**src/rtl/pong_scene_renderer.sv**
```systemverilog
// pong_scene_renderer: two-stage pixel renderer for a pong scene (border, paddles, 8x8 ball, score flash)
//   clk, reset        rising-edge clock, synchronous active-high reset
//   frame_start       latches the position inputs into shadow registers; advances the flash counter
//   pixel_valid, x, y pixel coordinate qualified for rendering
//   paddle_*_pos      paddle top lines; ball_pos_x/y top-left of the ball sprite
//   score_event       (re)starts the border flash
//   out_valid, game_on, game_rgb   rendered pixel, two cycles after its coordinate
module pong_scene_renderer #(
    parameter int          SCREEN_W      = 640,
    parameter int          SCREEN_H      = 480,
    parameter int          PADDLE_W      = 5,
    parameter int          PADDLE_H      = 50,
    parameter int          PADDLE_MARGIN = 10,
    parameter int          BORDER_T      = 2,
    parameter int          FLASH_FRAMES  = 32,
    parameter logic [11:0] FG_COLOR      = 12'hFFF,
    parameter logic [11:0] BALL_COLOR    = 12'hFF0,
    parameter logic [11:0] FLASH_COLOR   = 12'hF00,
    parameter logic [11:0] BG_COLOR      = 12'h000
) (
    input  logic        clk,
    input  logic        reset,
    input  logic        frame_start,
    input  logic        pixel_valid,
    input  logic [9:0]  x,
    input  logic [9:0]  y,
    input  logic [9:0]  paddle_left_pos,
    input  logic [9:0]  paddle_right_pos,
    input  logic [9:0]  ball_pos_x,
    input  logic [9:0]  ball_pos_y,
    input  logic        score_event,
    output logic        out_valid,
    output logic        game_on,
    output logic [11:0] game_rgb
);
    localparam logic [10:0] BT  = 11'(BORDER_T);
    localparam logic [10:0] BB  = 11'(SCREEN_H - BORDER_T);
    localparam logic [10:0] PH  = 11'(PADDLE_H);
    localparam logic [10:0] LX0 = 11'(PADDLE_MARGIN);
    localparam logic [10:0] LX1 = 11'(PADDLE_MARGIN + PADDLE_W);
    localparam logic [10:0] RX0 = 11'(SCREEN_W - PADDLE_MARGIN - PADDLE_W);
    localparam logic [10:0] RX1 = 11'(SCREEN_W - PADDLE_MARGIN);
    localparam logic [7:0]  FLASH_CNT = 8'(FLASH_FRAMES);
    // Row 0 occupies the top byte; bit index {~row,~col} selects bit (7-col) of row.
    localparam logic [63:0] SPRITE = 64'h3C7EFFFFFFFF7E3C;

    typedef enum logic {IDLE, FLASH} state_t;

    state_t      state, state_n;
    logic [7:0]  cnt, cnt_n;
    logic        flashing;
    logic [9:0]  l_sh, r_sh, bx_sh, by_sh;
    logic [10:0] xe, ye, l0, r0, bx0, by0;
    logic        hit_border, hit_paddle, hit_box;
    logic        v1, b1, p1, box1, sprite_on;
    logic [2:0]  row1, col1;

    always_ff @(posedge clk) begin
        if (reset) begin
            l_sh  <= '0;
            r_sh  <= '0;
            bx_sh <= '0;
            by_sh <= '0;
        end else if (frame_start) begin
            l_sh  <= paddle_left_pos;
            r_sh  <= paddle_right_pos;
            bx_sh <= ball_pos_x;
            by_sh <= ball_pos_y;
        end
    end

    // Zero-extended to 11 bits so pos+size cannot wrap past 1023.
    assign xe  = {1'b0, x};
    assign ye  = {1'b0, y};
    assign l0  = {1'b0, l_sh};
    assign r0  = {1'b0, r_sh};
    assign bx0 = {1'b0, bx_sh};
    assign by0 = {1'b0, by_sh};

    always_comb begin
        hit_border = ye < BT || ye >= BB;
        hit_paddle = (ye >= l0 && ye < l0 + PH && xe >= LX0 && xe < LX1) ||
                     (ye >= r0 && ye < r0 + PH && xe >= RX0 && xe < RX1);
        hit_box    = xe >= bx0 && xe < bx0 + 11'd8 && ye >= by0 && ye < by0 + 11'd8;
    end

    always_ff @(posedge clk) begin
        if (reset) begin
            v1   <= 1'b0;
            b1   <= 1'b0;
            p1   <= 1'b0;
            box1 <= 1'b0;
            row1 <= '0;
            col1 <= '0;
        end else begin
            v1   <= pixel_valid;
            b1   <= hit_border;
            p1   <= hit_paddle;
            box1 <= hit_box;
            row1 <= y[2:0] - by_sh[2:0];
            col1 <= x[2:0] - bx_sh[2:0];
        end
    end

    assign sprite_on = box1 && SPRITE[{~row1, ~col1}];

    always_ff @(posedge clk) begin
        if (reset) begin
            out_valid <= 1'b0;
            game_on   <= 1'b0;
            game_rgb  <= BG_COLOR;
        end else begin
            out_valid <= v1;
            game_on   <= v1 && (sprite_on || p1 || b1);
            game_rgb  <= !v1      ? BG_COLOR :
                         sprite_on ? BALL_COLOR :
                         p1        ? FG_COLOR :
                         b1        ? (flashing ? FLASH_COLOR : FG_COLOR) : BG_COLOR;
        end
    end

    always_ff @(posedge clk) begin
        if (reset) begin
            state <= IDLE;
            cnt   <= '0;
        end else begin
            state <= state_n;
            cnt   <= cnt_n;
        end
    end

    // A score reloads the counter even when it coincides with frame_start.
    always_comb begin
        state_n = state;
        cnt_n   = cnt;
        if (score_event) begin
            state_n = FLASH;
            cnt_n   = FLASH_CNT;
        end else if (state == FLASH && frame_start) begin
            state_n = cnt == 8'd1 ? IDLE : FLASH;
            cnt_n   = cnt - 8'd1;
        end
    end

    always_comb flashing = state == FLASH && cnt[2];
endmodule

```
**config.mk**
```make
export PLATFORM = sky130hd
export DESIGN_NAME = pong_scene_renderer
export DESIGN_NICKNAME = d
export VERILOG_FILES = /design/src/rtl/pong_scene_renderer.sv
export SDC_FILE = /design/constraint.sdc
export NUM_CORES = 1
export LEC_CHECK = 0
export ABC_AREA = 1
export BUFFER_PORTS_ARGS = -buffer_cell sky130_fd_sc_hd__buf_2
export CORE_MARGIN = 4
export CORE_UTILIZATION = 43
export CTS_CLUSTER_SIZE = 20
export DETAILED_ROUTE_END_ITERATION = 8
export SETUP_SLACK_MARGIN = 0.5
export SLEW_MARGIN = 10
export SYNTH_ARGS = -nofsm -noshare
export SYNTH_HDL_FRONTEND = slang
export SYNTH_SLANG_ARGS = --single-unit
```
**constraint.sdc**
```tcl
create_clock -name clk -period 2.18 [get_ports clk]
set_input_delay 0.436 -clock clk [delete_from_list [all_inputs] [get_ports clk]]
set_output_delay 0.436 -clock clk [all_outputs]
set_load 0.1 [all_outputs]
```
# After elaboration in Yosys (flattened, before gate mapping)
# Memories as Yosys holds them, arrays and structs flattened.
# Cells that the tools add are included.
[totals]
inputBits = 65
wordCells = 75
n_memories = 1
rom_bits = 64
regBits = 73
output_inout_bits = 14
[op_classes]
eq_ne = 1
n_addsub = 7
n_reduce_logical = 21
magnitude_cmp = 15
bitwise_logic = 3
muxes = 10
[memory_table]
columns = ["name", "depth", "word_bits", "read_ports", "rd_ports_with_merged_regs", "write_ports", "line_no", "source"]
rows = [
  ["(no name shown)", 64, 1, 1, 0, 0, "105", "assign sprite_on = box1 && SPRITE[{~row1, ~col1}];"],
]
[ops]
columns = ["cell", "count"]
rows = [
  ["less-than comparator 10 x 11 -> 1 bit", 4],
  ["greater-or-equal comparator 10 bit", 4],
  ["two-way mux 12 bit", 3],
  ["adder 10 x 4 -> 11 bit (second input constant)", 2],
  ["adder 10 x 6 -> 11 bit (second input constant)", 2],
  ["logical AND 1 bit", 13],
  ["two-way mux 6 bit", 2],
  ["greater-or-equal comparator 10 bit (second input constant)", 1],
  ["greater-or-equal comparator 10 x 4 -> 1 bit (second input constant)", 1],
  ["greater-or-equal comparator 10 x 9 -> 1 bit (second input constant)", 1],
  ["less-than comparator 10 bit (second input constant)", 1],
  ["less-than comparator 10 x 2 -> 1 bit (second input constant)", 1],
  ["less-than comparator 10 x 4 -> 1 bit (second input constant)", 1],
  ["equality test 8 x 1 -> 1 bit (second input constant)", 1],
  ["two-way mux 8 bit", 1],
  ["subtractor 8 x 1 -> 8 bit (second input constant)", 1],
  ["less-than comparator 6 x 7 -> 1 bit (second input constant)", 1],
  ["inverter 3 bit", 2],
  ["subtractor 3 bit", 2],
  ["logical OR 1 bit", 4],
  ["two-way mux 1 bit", 4],
  ["OR reduction 2 bit", 2],
  ["OR reduction 3 bit", 1],
  ["nonzero test 2 bit", 1],
  ["inverter 1 bit", 1],
]

# Depth between registers and ports, before layout
# Gate-level depths: netlist of run 1.
[logic_depth]
depth_word = 7
mapped_depth = 14
ltp_nobuf = 14

# Worst setup path before layout of run 1
# No wires, ideal clock.
[synth_path]
path_type = "flip-flop to output port"
start = "register game_rgb[10]"
end = "output game_rgb[10]"
arrival_time_ns = 1.392
stages_incl_launch_ff = 2
required_ns = 1.744
path_buffers = 1
path_slack_ns = 0.352
path_cell_list = "dfxtp_1 > buf_4"
[synth_rtl]
columns = ["element", "line_no", "source"]
rows = [
  ["from (decl)", "34", "output logic [11:0] game_rgb"],
  ["from (signal assigned)", "115", "game_rgb <= !v1 ? BG_COLOR :"],
]
# No word-level cell between the ends.

# Worst setup path after layout of run 1
[layout_path]
start = "register by_sh[3]"
end = "register box1"
[layout_via]
elab_chain_len = 3
elab_cells_between_ends = 5
cone_classes = "add/sub (1); order compare (2); reduce/logical (2)"
[layout_rtl]
columns = ["element", "line_no", "source"]
rows = [
  ["from (decl)", "52", "logic [9:0] l_sh, r_sh, bx_sh, by_sh;"],
  ["from (signal assigned)", "68", "by_sh <= ball_pos_y;"],
  ["adder 10 x 4 -> 11 bit or greater-or-equal comparator 10 bit (tied branches)", "84", "hit_box = xe >= bx0 && xe < bx0 + 11'd8 && ye >= by0 && ye < by0 + 11'd8;"],
  ["less-than comparator 10 x 11 -> 1 bit or logical AND 1 bit (tied branches)", "84", ""],
  ["logical AND 1 bit (*)", "84", ""],
  ["to (signal assigned)", "99", "box1 <= hit_box;"],
  ["to (decl)", "55", "logic v1, b1, p1, box1, sprite_on;"],
]
# Mark *: on every way between the ends. The rest lies on a longest branch, timed or not.
# A chain may end at the register's enable or synchronous reset.

==> metrics.yaml, run 1 <==
synthesis:
  yosysTopAreaCell: "dfxtp_1"
  synth_area_mm2: 0.00469
  synth-edff-count: 0
  synth_commonest_cells: "104 x nand2_1, 78 x ha_1, 77 x a21oi_1"
  yosysSeqAreaShare: 0.273
  ys_ff_latch: 64
  syn_nets: 785
  synth_top_cell_area_share: 0.273
  synthFlopType: "dfxtp_1"
  ys_top_cells_by_area: "dfxtp_1 27%, ha_1 21%, nand2_1 8.3%, a21oi_1 8.2%, inv_1 6.1%"
  synth.distinct_cells: 33
  yosys_warnings: 0
  synth.most_common_cell: "nand2_1"
  syn_area_per_cell_um2: 7.33
  synthCells: 640
  synthArstFlopShare: 0
timing:
  rsz0062_at_grt: "true"
  setup_viol: 0
  fin_setup_tns_ps: 0
  finalHoldViolCount: 0
  tightest_slew_ps: 485
  layout_setup_ws_ps: 296
  clock_skew_ps: 9.17
  period_share: 0.864
  final.min_clock_period_ps: 1880
  drv_slew: 0
  fmax_mhz: 531
  whs_ps: 291
  max-slew-margin-rel: 0.679
floorplan:
  coreArea_mm2: 0.0105
  die_y_um: 112
  rows: 37
  io_pins: 79
  fp.dieArea_mm2: 0.0126
  initial_core_util: 0.448
  chipWidth_um: 112
pwr:
  leakage_nw: 2.72
  ir_drop_mv: 0.285
  powerDensity_mw_per_mm2: 594
  power_mw: 3.40
global_route:
  grt_pass1_wl_um: 19600
  grt_usage: 0.189
  grt_pass1_vias: 4262
  grt_overflow: 0
  grt_max_degree: 62
  antenna_found_initial: 0
route:
  drt_first_pass_iters: 4
  drtIter0Drc: 181
  wl_um: 12000
  ant_nets: 0
  vias: 4432
  drc: 0
  vias_per_cell: 5.09
  wl_per_cell_um: 13.8
clocking:
  cts_buffer_depth: 2
  cts_tree: "done"
  cts_buffers: 9
  clock_sinks: 64
  clk_pin_slew_ps: 80
  htreeDepth: 3
  clock_latency_ps: 350
  cts_root_buf: "clkbuf_8"
critical_path:
  crit_fanout: 3
  worstPathArrival_ps: 2160
  worstSetupStartpointType: "flip-flop"
  end_kind: "flip-flop"
  required_ps: 2450
  timing.rr.start: "by_sh[3]"
  worstSetupPathType: "flip-flop to flip-flop"
  cp-startpoint: "by_sh[3]"
final_layout:
  nets: 875
  fillers: 1045
  drive_above_1_share: 0.245
  area_delta_synth_final_pct: 22.2
  fin_util: 0.548
  multiInputGateArea_mm2: 0.00315
  regArea_mm2: 0.00131
  diodes: 0
worst_hold_path:
  hp-class: "primary input to flip-flop"
  min_from: "pixel_valid"
flow_run:
  maxCapViolCount: 0
placement:
  portBuffers: 78
  gp_congestion: 0.886
  hpwlAfterDp_um: 9100
  dp_slack_ps: 264
run_status:
  status: "complete, no violations"
-- power breakdown --
part	internal [mW]	leakage [nW]	switching, mW
combinational	0.361	2.08	0.524
clock	0.656	0.110	0.555
sequential	1.25	0.535	0.0596
-- worst paths after layout --
path          endpoint  slack, ps  depth (start not counted)
min                 v1        290                          3
max reg2reg       box1        300                         10
min reg2reg  out_valid        450                          2
max               box1        300                         10
-- sequential cells by signal (all words and copies together), names as in the netlist, 3 cells and up --
signal,flops
bx_sh,10
by_sh,10
l_sh,10
r_sh,10
cnt,8
col1,3
game_rgb,3
row1,3
-- cells in the final DEF, fill, tap and decap left out, types with 9 or more instances in the layout --
cell type  netlist  final
clkbuf_8         0      9
nand4_1         12     12
buf_2            1     78
nor2_1          63     59
dfxtp_1         64     49
nand3_1         22     17
o21ai_0         53     51
buf_4            9     20
xor2_1          19     17
nand2_1        104     95
dfxtp_2          0     13
inv_1           76     68
ha_1            78     75
a21oi_1         77     72
nand2_2          2     10
-- cell families after synthesis --
family / after synthesis / share of synthesized area
fa+ha+maj: 80 / 0.217
compound gates: 141 / 0.157
buf+inv: 99 / 0.0867
flops: 64 / 0.273
xor+xnor: 27 / 0.0504
simple gates: 229 / 0.216
-- metrics by stage --
| stage | instances | instance area, µm² |
|---|---|---|
| global placement | 842 | 5230 |
| CTS | 867 | 5590 |
| detailed placement | 842 | 5230 |
| global route | 871 | 5730 |
| floorplan | 640 | 4700 |
| finish | 871 | 5730 |
-- layer usage --
| metal | routed length [µm] | GRT usage | vias to the layer above |
|---|---|---|---|
| met5 | 0 | 0 | - |
| met4 | 334 | 0.0753 | 0 |
| met3 | 638 | 0.0334 | 23 |
| met2 | 5440 | 0.308 | 121 |
| met1 | 5640 | 0.249 | 1980 |
| li1 | - | - | 2308 |
-- area by class of cell --
class	count	share of cell area
clock buffer	9	0.0216
clock inverter	7	0.0179
inverter	77	0.0509
multi-input combinational	477	0.550
sequential	64	0.228
tap	136	0.0297
timing repair buffer	101	0.102
-- critical path, stage by stage, from the launching register on --
cell     delay, ps
dfxtp_4        370
inv_4           50
nor3_4         200
buf_4          160
xor2_2         140
ha_1           270
a21oi_1        170
o21ai_1        110
a21oi_2        150
nand2_1         70
nor3_1         120
-- timing repair --
action	4_1_cts	5_1_grt
pin swaps	12	20
gates resized for setup	25	31
setup buffers	9	4
hold buffers	0	0
endpoints found under the setup margin	2	2
(Power assumes the default switching activity.)
==> run 2, diff against run 1 <==
--- a/config.mk
+++ b/config.mk
@@ -7,10 +7,12 @@
 export LEC_CHECK = 0
 export ABC_AREA = 1
 export BUFFER_PORTS_ARGS = -buffer_cell sky130_fd_sc_hd__buf_2
+export CAP_MARGIN = 40
 export CORE_MARGIN = 4
 export CORE_UTILIZATION = 43
 export CTS_CLUSTER_SIZE = 20
 export DETAILED_ROUTE_END_ITERATION = 8
+export MAX_ROUTING_LAYER = met4
 export SETUP_SLACK_MARGIN = 0.5
 export SLEW_MARGIN = 10
 export SYNTH_ARGS = -nofsm -noshare
==> metrics.yaml, run 2 (synthesis results as in run 1) <==
clocking:
  cts_root_buf: "clkbuf_8"  # unchanged
  clk_pin_slew_ps: 80  # about the same
  cts_buffers: 9  # unchanged
  htreeDepth: 3  # unchanged
  clock_sinks: 64  # unchanged
  cts_buffer_depth: 2  # unchanged
  clock_latency_ps: 360  # was 350 ps
  cts_tree: "done"  # unchanged
run_status:
  status: "complete, no violations"  # unchanged
placement:
  gp_congestion: 0.901  # was 0.886
  dp_slack_ps: 264  # unchanged
  portBuffers: 78  # unchanged
  place_area_mm2: 0.00523  # unchanged
  placed_cells: 842  # unchanged
  hpwlAfterDp_um: 9100  # unchanged
critical_path:
  r2r_cells: 10  # unchanged
  worstSetupPathType: "flip-flop to flip-flop"  # unchanged
  end_kind: "flip-flop"  # unchanged
  worstPathArrival_ps: 2160  # about the same
  rrSetupSlack_ps: 290  # was 300 ps
  worstSetupStartpointType: "flip-flop"  # unchanged
  crit_path_end: "box1"  # unchanged
  timing.rr.start: "by_sh[3]"  # unchanged
  required_ps: 2460  # was 2450 ps
  crit_fanout: 3  # unchanged
  timing.rr.end: "box1"  # unchanged
  cp-startpoint: "by_sh[3]"  # unchanged
timing:
  period_share: 0.865  # was 0.864
  tightest_slew_ps: 485  # unchanged
  fin_setup_tns_ps: 0  # unchanged
  setup_viol: 0  # unchanged
  rsz0062_at_grt: "true"  # unchanged
  fmax_mhz: 530  # was 531 MHz
  finalHoldViolCount: 0  # unchanged
  whs_ps: 286  # was 291 ps
  drv_slew: 0  # unchanged
  final.min_clock_period_ps: 1890  # was 1880 ps
  layout_setup_ws_ps: 294  # was 296 ps
  max-slew-margin-rel: 0.679  # unchanged
  clock_skew_ps: 11.5  # was 9.17 ps
route:
  vias: 4442  # was 4432
  ant_nets: 0  # unchanged
  wl_met2_um: 5410  # was 5440 µm
  drc: 0  # unchanged
  drtIter0Drc: 190  # was 181
  wl_per_cell_um: 13.8  # about the same
  wl_met3_um: 624  # was 638 µm
  wl_um: 12000  # about the same
  vias_per_cell: 5.10  # was 5.09
  drt_first_pass_iters: 5  # was 4
  dr.max_layer_used: "met4"  # unchanged
  wl_met1_um: 5640  # about the same
floorplan:
  rows: 37  # unchanged
  initial_core_util: 0.448  # unchanged
  io_pins: 79  # unchanged
  chipWidth_um: 112  # unchanged
  fp.dieArea_mm2: 0.0126  # unchanged
  die_y_um: 112  # unchanged
  coreArea_mm2: 0.0105  # unchanged
final_layout:
  drive_above_1_share: 0.245  # unchanged
  fin_area_mm2: 0.00573  # unchanged
  layout_common_cells: "95 x nand2_1, 78 x buf_2, 75 x ha_1"  # unchanged
  diodes: 0  # unchanged
  nets: 875  # unchanged
  layoutNonFillerInstCount: 871  # unchanged
  fin_util: 0.548  # unchanged
  layout_commonest_cell: "nand2_1"  # unchanged
  area_delta_synth_final_pct: 22.2  # unchanged
global_route:
  grt_usage: 0.195  # was 0.189
  grt_pass1_vias: 4260  # was 4262
  grt_max_degree: 62  # unchanged
  grt_overflow: 0  # unchanged
  antenna_found_initial: 0  # unchanged
  grt_pass1_wl_um: 19600  # about the same
pwr:
  ir_drop_mv: 0.284  # was 0.285 mV
  power_mw: 3.41  # was 3.40 mW
  leakage_nw: 2.72  # unchanged
  powerDensity_mw_per_mm2: 594  # about the same
worst_hold_path:
  hp-class: "primary input to flip-flop"  # unchanged
flow_run:
  maxCapViolCount: 0  # unchanged
-- run 2: cell counts in the layout (fill, tap and decap cells not counted) --
Identical to the previous run, type by type.
-- run 2: repair_timing --
item | CTS | global route
setup buffers | 9 | 4
pin swaps | 12 | 21
gates resized for setup | 25 | 31
endpoints found under the setup margin | 2 | 2
hold buffers | 0 | 0
-- run 2: layout make-up --
cell class,count,area [µm²]
Multi-Input combinational cell,477,3150
Tap cell,136,170
Clock inverter,7,103
Fill cell,1045,4730
Clock buffer,9,124
Inverter,77,292
Timing Repair Buffer,101,583
Sequential cell,64,1310
-- run 2: how the worst min path moves through the flow --
stage / start / endpoint / depth (start not counted)
2_1_floorplan: v1 / out_valid / 2
3_5_place_dp: v1 / out_valid / 2
6_report: pixel_valid / v1 / 3
3_3_place_gp: v1 / out_valid / 2
5_1_grt: pixel_valid / v1 / 3
4_1_cts: pixel_valid / v1 / 3
-- run 2: report_power, final --
| part | internal, mW | switching (mW) |
|---|---|---|
| Combinational | 0.361 | 0.523 |
| Sequential | 1.25 | 0.0596 |
| Clock | 0.656 | 0.560 |
-- run 2: layer usage --
metal,global-route usage,vias up
met5,-,-
met4,0.0753,0
met3,0.0307,26
met2,0.308,127
met1,0.251,1981
li1,-,2308
-- run 2: critical path: stages (launching register included) --
cell,delay [ps]
dfxtp_4,370
inv_4,50
nor3_4,200
buf_4,150
xor2_2,140
ha_1,260
a21oi_1,170
o21ai_1,110
a21oi_2,150
nand2_1,70
nor3_1,120
